**config.mk**
```make
export PLATFORM = sky130hd
export DESIGN_NAME = qec_steane_syndrome_unit
export DESIGN_NICKNAME = d
export VERILOG_FILES = /design/src/rtl/qec_pkg.sv /design/src/rtl/qec_steane_syndrome_calc.sv /design/src/rtl/qec_steane_syndrome_unit.sv
export SDC_FILE = /design/constraint.sdc
export NUM_CORES = 1
export LEC_CHECK = 0
export ABC_CLOCK_PERIOD_IN_PS = 4500
export CORE_MARGIN = 1
export CORE_UTILIZATION = 52
export CTS_CLUSTER_SIZE = 12
export DETAILED_ROUTE_END_ITERATION = 12
export PLACE_DENSITY = 0.92
export SYNTH_ARGS = -nofsm -noshare
export SYNTH_HDL_FRONTEND = slang
export SYNTH_SLANG_ARGS = --single-unit
```
**constraint.sdc**
```tcl
create_clock -name clk -period 4.5 [get_ports clk]
set_clock_uncertainty 0.1 [all_clocks]
set_input_delay 0.9 -clock clk [delete_from_list [all_inputs] [get_ports clk]]
set_output_delay 0.9 -clock clk [all_outputs]
set_load 0.02 [all_outputs]
```
**src/rtl/qec_pkg.sv**
```systemverilog
// ============================================================================
// Module : qec_pkg
// Steane [[7,1,3]] parity-check columns, FSM state type, syndrome function.
// Rev    : 1.0
// ============================================================================
`default_nettype none

package qec_pkg;

    typedef enum logic [1:0] {
        IDLE  = 2'd0,
        MEAS  = 2'd1,
        APPLY = 2'd2
    } qec_state_e;

    // Entry [i] is the parity-check column for qubit i
    localparam logic [6:0][2:0] STEANE_COL = {
        3'b100, 3'b010, 3'b001, 3'b110, 3'b101, 3'b011, 3'b111
    };

    function automatic logic [2:0] steane_syndrome(input logic [6:0] err);
        logic [2:0] s;
        s = '0;
        for (int i = 0; i < 7; i++) begin
            if (err[i]) begin
                s = s ^ STEANE_COL[i];
            end
        end
        return s;
    endfunction

endpackage

`default_nettype wire

```
**src/rtl/qec_steane_syndrome_calc.sv**
```systemverilog
// ============================================================================
// Module : qec_steane_syndrome_calc
// Combinational Steane syndrome of one 7-qubit Pauli error component.
// Rev    : 1.0
// ============================================================================
`default_nettype none

module qec_steane_syndrome_calc
    import qec_pkg::*;
(
    input  logic [6:0] frame,
    output logic [2:0] syndrome
);

    always_comb begin
        syndrome = steane_syndrome(frame);
    end

endmodule

`default_nettype wire

```
**src/rtl/qec_steane_syndrome_unit.sv**
```systemverilog
// ============================================================================
// Module : qec_steane_syndrome_unit
// Pauli error frame with latency-modelled syndrome extraction and correction.
// Rev    : 1.0
// ============================================================================
`default_nettype none

module qec_steane_syndrome_unit
    import qec_pkg::*;
#(
    parameter int MEAS_LATENCY  = 4,
    parameter int APPLY_LATENCY = 2
) (
    input  logic       clk,
    input  logic       rst_n,
    input  logic       measure_start,
    output logic       measure_done,
    output logic [2:0] syndrome_x,
    output logic [2:0] syndrome_z,
    input  logic       apply_start,
    output logic       apply_done,
    input  logic [6:0] correction_x,
    input  logic [6:0] correction_z,
    input  logic       inject_valid,
    input  logic [6:0] inject_x,
    input  logic [6:0] inject_z,
    input  logic       frame_clear,
    output logic [6:0] frame_x,
    output logic [6:0] frame_z,
    output logic       logical_x,
    output logic       logical_z,
    output logic       busy
);

    localparam int MAX_LAT = (MEAS_LATENCY > APPLY_LATENCY) ? MEAS_LATENCY : APPLY_LATENCY;
    localparam int CNT_W   = $clog2(MAX_LAT + 1);

    // The accept cycle is the first latency cycle, so the counter starts at LATENCY-2
    localparam logic [CNT_W-1:0] MEAS_LOAD  = CNT_W'((MEAS_LATENCY  > 1) ? MEAS_LATENCY  - 2 : 0);
    localparam logic [CNT_W-1:0] APPLY_LOAD = CNT_W'((APPLY_LATENCY > 1) ? APPLY_LATENCY - 2 : 0);

    qec_state_e       state_q,      state_d;
    logic [CNT_W-1:0] cnt_q,        cnt_d;
    logic             armed_m_q,    armed_m_d;
    logic             armed_a_q,    armed_a_d;
    logic [6:0]       corr_x_q,     corr_x_d;
    logic [6:0]       corr_z_q,     corr_z_d;
    logic [6:0]       frame_x_q,    frame_x_d;
    logic [6:0]       frame_z_q,    frame_z_d;
    logic [2:0]       syn_x_q,      syn_x_d;
    logic [2:0]       syn_z_q,      syn_z_d;
    logic             meas_done_q,  meas_done_d;
    logic             apply_done_q, apply_done_d;

    logic       idle_ready;
    logic       accept_m;
    logic       accept_a;
    logic       meas_final;
    logic       apply_final;
    logic [6:0] corr_eff_x;
    logic [6:0] corr_eff_z;
    logic [2:0] syn_x_calc;
    logic [2:0] syn_z_calc;

    qec_steane_syndrome_calc u_syn_z (
        .frame    (frame_x_q),
        .syndrome (syn_z_calc)
    );

    qec_steane_syndrome_calc u_syn_x (
        .frame    (frame_z_q),
        .syndrome (syn_x_calc)
    );

    // The done cycle still counts as busy, so no new request is taken in it
    assign idle_ready  = (state_q == IDLE) && !meas_done_q && !apply_done_q;
    assign accept_m    = idle_ready && measure_start && armed_m_q;
    assign accept_a    = idle_ready && !accept_m && apply_start && armed_a_q;
    assign meas_final  = ((state_q == MEAS)  && (cnt_q == '0)) || (accept_m && (MEAS_LATENCY  == 1));
    assign apply_final = ((state_q == APPLY) && (cnt_q == '0)) || (accept_a && (APPLY_LATENCY == 1));
    assign corr_eff_x  = (state_q == APPLY) ? corr_x_q : correction_x;
    assign corr_eff_z  = (state_q == APPLY) ? corr_z_q : correction_z;

    always_ff @(posedge clk or negedge rst_n) begin
        if (!rst_n) begin
            state_q      <= IDLE;
            cnt_q        <= '0;
            armed_m_q    <= 1'b1;
            armed_a_q    <= 1'b1;
            corr_x_q     <= '0;
            corr_z_q     <= '0;
            frame_x_q    <= '0;
            frame_z_q    <= '0;
            syn_x_q      <= '0;
            syn_z_q      <= '0;
            meas_done_q  <= 1'b0;
            apply_done_q <= 1'b0;
        end else begin
            state_q      <= state_d;
            cnt_q        <= cnt_d;
            armed_m_q    <= armed_m_d;
            armed_a_q    <= armed_a_d;
            corr_x_q     <= corr_x_d;
            corr_z_q     <= corr_z_d;
            frame_x_q    <= frame_x_d;
            frame_z_q    <= frame_z_d;
            syn_x_q      <= syn_x_d;
            syn_z_q      <= syn_z_d;
            meas_done_q  <= meas_done_d;
            apply_done_q <= apply_done_d;
        end
    end

    always_comb begin
        state_d = state_q;
        cnt_d   = cnt_q;
        case (state_q)
            IDLE: begin
                if (accept_m && !meas_final) begin
                    state_d = MEAS;
                    cnt_d   = MEAS_LOAD;
                end else if (accept_a && !apply_final) begin
                    state_d = APPLY;
                    cnt_d   = APPLY_LOAD;
                end
            end
            MEAS, APPLY: begin
                if (cnt_q == '0) begin
                    state_d = IDLE;
                end else begin
                    cnt_d = cnt_q - CNT_W'(1);
                end
            end
            default: begin
                state_d = IDLE;
            end
        endcase
    end

    always_comb begin
        armed_m_d = armed_m_q;
        armed_a_d = armed_a_q;
        if (meas_final) begin
            armed_m_d = 1'b0;
        end
        if (!measure_start) begin
            armed_m_d = 1'b1;
        end
        if (apply_final) begin
            armed_a_d = 1'b0;
        end
        if (!apply_start) begin
            armed_a_d = 1'b1;
        end

        corr_x_d = accept_a ? correction_x : corr_x_q;
        corr_z_d = accept_a ? correction_z : corr_z_q;

        frame_x_d = frame_x_q ^ (inject_valid ? inject_x : 7'd0)
                              ^ (apply_final  ? corr_eff_x : 7'd0);
        frame_z_d = frame_z_q ^ (inject_valid ? inject_z : 7'd0)
                              ^ (apply_final  ? corr_eff_z : 7'd0);
        if (frame_clear) begin
            frame_x_d = '0;
            frame_z_d = '0;
        end

        // Sampling the registered frame keeps a same-cycle inject out of the syndrome
        syn_x_d      = meas_final ? syn_x_calc : syn_x_q;
        syn_z_d      = meas_final ? syn_z_calc : syn_z_q;
        meas_done_d  = meas_final;
        apply_done_d = apply_final;
    end

    always_comb begin
        measure_done = meas_done_q;
        apply_done   = apply_done_q;
        syndrome_x   = syn_x_q;
        syndrome_z   = syn_z_q;
        frame_x      = frame_x_q;
        frame_z      = frame_z_q;
        logical_x    = ^frame_x_q;
        logical_z    = ^frame_z_q;
        busy         = (state_q != IDLE) || meas_done_q || apply_done_q;
    end

endmodule

`default_nettype wire

```
==> flow_metrics.env <==
export IMPL_outcome="completed"
export IMPL_fp_coreArea_sq_mm=0.004086
export IMPL_yosys_cell_types_count=32
export IMPL_syn_mean_instance_area_sq_um=10.31
export IMPL_worst_path_buf_inv=2
export IMPL_dp_cells=317
export IMPL_path_clk_slew_ns=0.08
export IMPL_fin_cells=324
export IMPL_cts_tree="yes"
export IMPL_grt_max_degree=44
export IMPL_pre_cts_slack_ns=1.578
export IMPL_cp_num_cells=4
export IMPL_routed_wl_microns=4978
export IMPL_place_hpwl_microns=3676
export IMPL_reg2reg_from="state_q[0]"
export IMPL_synth_top_family_by_area="simple AND/OR/NAND/NOR gates"
export IMPL_wl_per_cell_microns=15.36
export IMPL_cts_setup_buffers=0
export IMPL_cts_sinks=43
export IMPL_powerDensity_mw_per_mm2=565.3
export IMPL_hold_path_depth=2
export IMPL_fp_dieH_microns=67.76
export IMPL_cts_root_buf="clkbuf_8"
export IMPL_period_share=0.7197
export IMPL_synth_seq_cells=43
export IMPL_worstSetupStartpointType="flop"
export IMPL_fmax_mhz=308.8
export IMPL_grt_usage=0.2487
export IMPL_synthMuxAreaShare=0.07457
export IMPL_arrival_ns=2.24
export IMPL_layout_drive_gt1_share=0.08759
export IMPL_final_nets=313
export IMPL_crit_chain="inv_1 -> ha_1 -> or3b_1 -> clkdlybuf4s50_1"
export IMPL_cp_max_fo=10
export IMPL_worstSkewPairLatency_ns=0.30
export IMPL_critPathSlowestCell="clkdlybuf4s50_1"
export IMPL_synth_simple_area_share=0.1586
export IMPL_gp_congestion=0.8056
export IMPL_fillers=312
export IMPL_ctsResizeCount=0
export IMPL_min_period_ns=3.239
export IMPL_cts_hold_buf=0
export IMPL_num_rows=23
export IMPL_mostFrequentLayoutCell="clkdlybuf4s50_1"
export IMPL_hold_viol=0
export IMPL_end_kind="output pin"
export IMPL_reg2reg_depth=7
export IMPL_io_buffers=58
export IMPL_cp_data_required_time_ns=3.50
export IMPL_cts_buffers=5
export IMPL_min_from="armed_m_q"
export IMPL_critPathMaxStageDelay_ns=0.58
export IMPL_grt_pass1_wl_microns=8128
export IMPL_postRouteAntennaNets=0
export IMPL_finalWorstSetupSlack_ns=1.261
export IMPL_grt_pass1_vias=1824
export IMPL_grt_overflow_total=0
export IMPL_cts_path_max_buffers=2
export IMPL_drv_slew=0
export IMPL_final_cell_mix="clkdlybuf4s50_1, dfrtp_1, xnor2_1"
export IMPL_vias=1784
export IMPL_power_uw=1649
export IMPL_syn_to_final_growth_pct=29.77
export IMPL_vdd_drop_max_mv=0.3056
export IMPL_die_x_microns=67.76
export IMPL_hp_class="flop to flop"
export IMPL_finalSetupTns_ns=0
export IMPL_max_slew_margin=0.3762
export IMPL_synthCells=218
export IMPL_finalSetupViolCount=0
export IMPL_synth_xor_area_frac=0.1324
export IMPL_n_antenna_cell=0
export IMPL_synth_compound_area_frac=0.09015
export IMPL_rsz0062_at_grt="false"
export IMPL_ys_seq_area_frac=0.4797
export IMPL_first_iter_violations=190
export IMPL_path_class="flop to output pin"
export IMPL_synth_fp_nets=257
export IMPL_syn_area_sq_mm=0.002248
export IMPL_static_leakage_power_uw=0.001258
export IMPL_utilization=0.7140
export IMPL_yosysWarningCount=0
export IMPL_dieArea_sq_mm=0.004591
export IMPL_tightest_slew_ns=0.9357
export IMPL_antenna_found_initial=0
export IMPL_worstSetupStartpoint="state_q[0]"
export IMPL_maxCapViolCount=0
export IMPL_drc=0
export IMPL_start_util=0.5502
export IMPL_synthAdderAreaFrac=0.02782
export IMPL_routed_via_density=5.506
export IMPL_pin_count=59
export IMPL_firstDrtPassIters=4
export IMPL_htree_levels=2
export IMPL_path_delay_family="buffers and inverters"
-- cell families after synthesis --
family | Yosys count
fa+ha+maj | 5
simple gates | 70
compound gates | 35
buf+inv | 16
xor+xnor | 34
mux | 15
flops | 43
-- flip-flops by register name, summed over array words and instances (netlist names) --
name	cells
apply_done	1
armed_a_q	1
armed_m_q	1
cnt_q	3
corr_x_q	7
corr_z_q	7
frame_x	7
frame_z	7
measure_done	1
state_q	2
syndrome_x	3
syndrome_z	3
-- cell type report --
| class | count | area [sq um] | area share |
|---|---|---|---|
| inverters | 7 | 26.28 | 0.009005 |
| clock buffers | 6 | 82.58 | 0.02830 |
| flip-flops and latches | 43 | 1079 | 0.3696 |
| repair buffers | 58 | 575.6 | 0.1973 |
| multi-input cells | 159 | 1087 | 0.3726 |
| well taps | 50 | 62.56 | 0.02144 |
| clock inverters | 1 | 5.005 | 0.001715 |
-- power by group --
part	switching [uW]	internal, uW
registers	110	523
clock network	125	120
logic	388	383
total	623	1030
-- stage by stage --
step                area, sq um  hold WS (ns)
floorplan                  2248        0.3464
global placement           2830        0.3584
detailed placement         2830        0.3628
CTS                        2918        0.3739
global route               2918        0.3906
finish                     2918        0.3707
-- worst register-to-register path, delay by kind of cell (launching register included) --
kind / cells / cell delay [ns]
compound gates: 2 / 0.29
fa+ha+maj: 1 / 0.35
buf+inv: 1 / 0.11
flops: 1 / 0.40
simple gates: 3 / 1.44
-- synthesized netlist by cell type --
library cell | number | area [sq um]
or3b_1 | 1 | 8.760
a21oi_1 | 17 | 85.08
dfstp_2 | 2 | 52.55
o22ai_1 | 1 | 6.260
nand3_1 | 2 | 10.01
a22oi_1 | 1 | 7.510
buf_6 | 3 | 33.78
clkbuf_1 | 6 | 22.52
a211oi_1 | 1 | 7.510
a31oi_1 | 2 | 12.51
mux2_2 | 13 | 146.4
ha_1 | 5 | 62.56
o21bai_1 | 1 | 7.510
xnor2_1 | 34 | 297.8
nor3b_4 | 1 | 18.77
o221ai_1 | 1 | 8.760
and3_1 | 14 | 87.58
nand4_1 | 1 | 6.260
dfrtp_1 | 41 | 1026
o21ai_0 | 7 | 35.03
mux2i_1 | 1 | 10.01
nor2_1 | 3 | 11.26
mux2_1 | 1 | 11.26
a221oi_1 | 1 | 8.760
nand2_1 | 29 | 108.9
nand3b_1 | 3 | 22.52
nor3_1 | 14 | 70.07
nand2b_1 | 2 | 12.51
inv_1 | 7 | 26.28
a311oi_1 | 1 | 8.760
o211ai_1 | 1 | 7.510
a21o_1 | 1 | 7.510
-- worst paths after layout --
check | to | slack [ns]
worst min register to register | armed_m_q | 0.37
min in group asynchronous | cnt_q[0] | 0.63
max in group asynchronous | frame_z[4] | 3.08
worst min-delay path | armed_m_q | 0.37
worst max-delay path | busy | 1.26
worst max register to register | state_q[0] | 1.68
-- metal layers --
layer	up-vias	track usage	wire, microns	part of all wire
met3	10	0.04561	208	0.042
met2	56	0.4332	2693	0.54
met4	0	0.1223	89	0.018
met5	-	0	0	0
met1	858	0.2903	1987	0.40
li1	860	-	-	-
No activity file was read; power rests on OpenSTA's default activity.
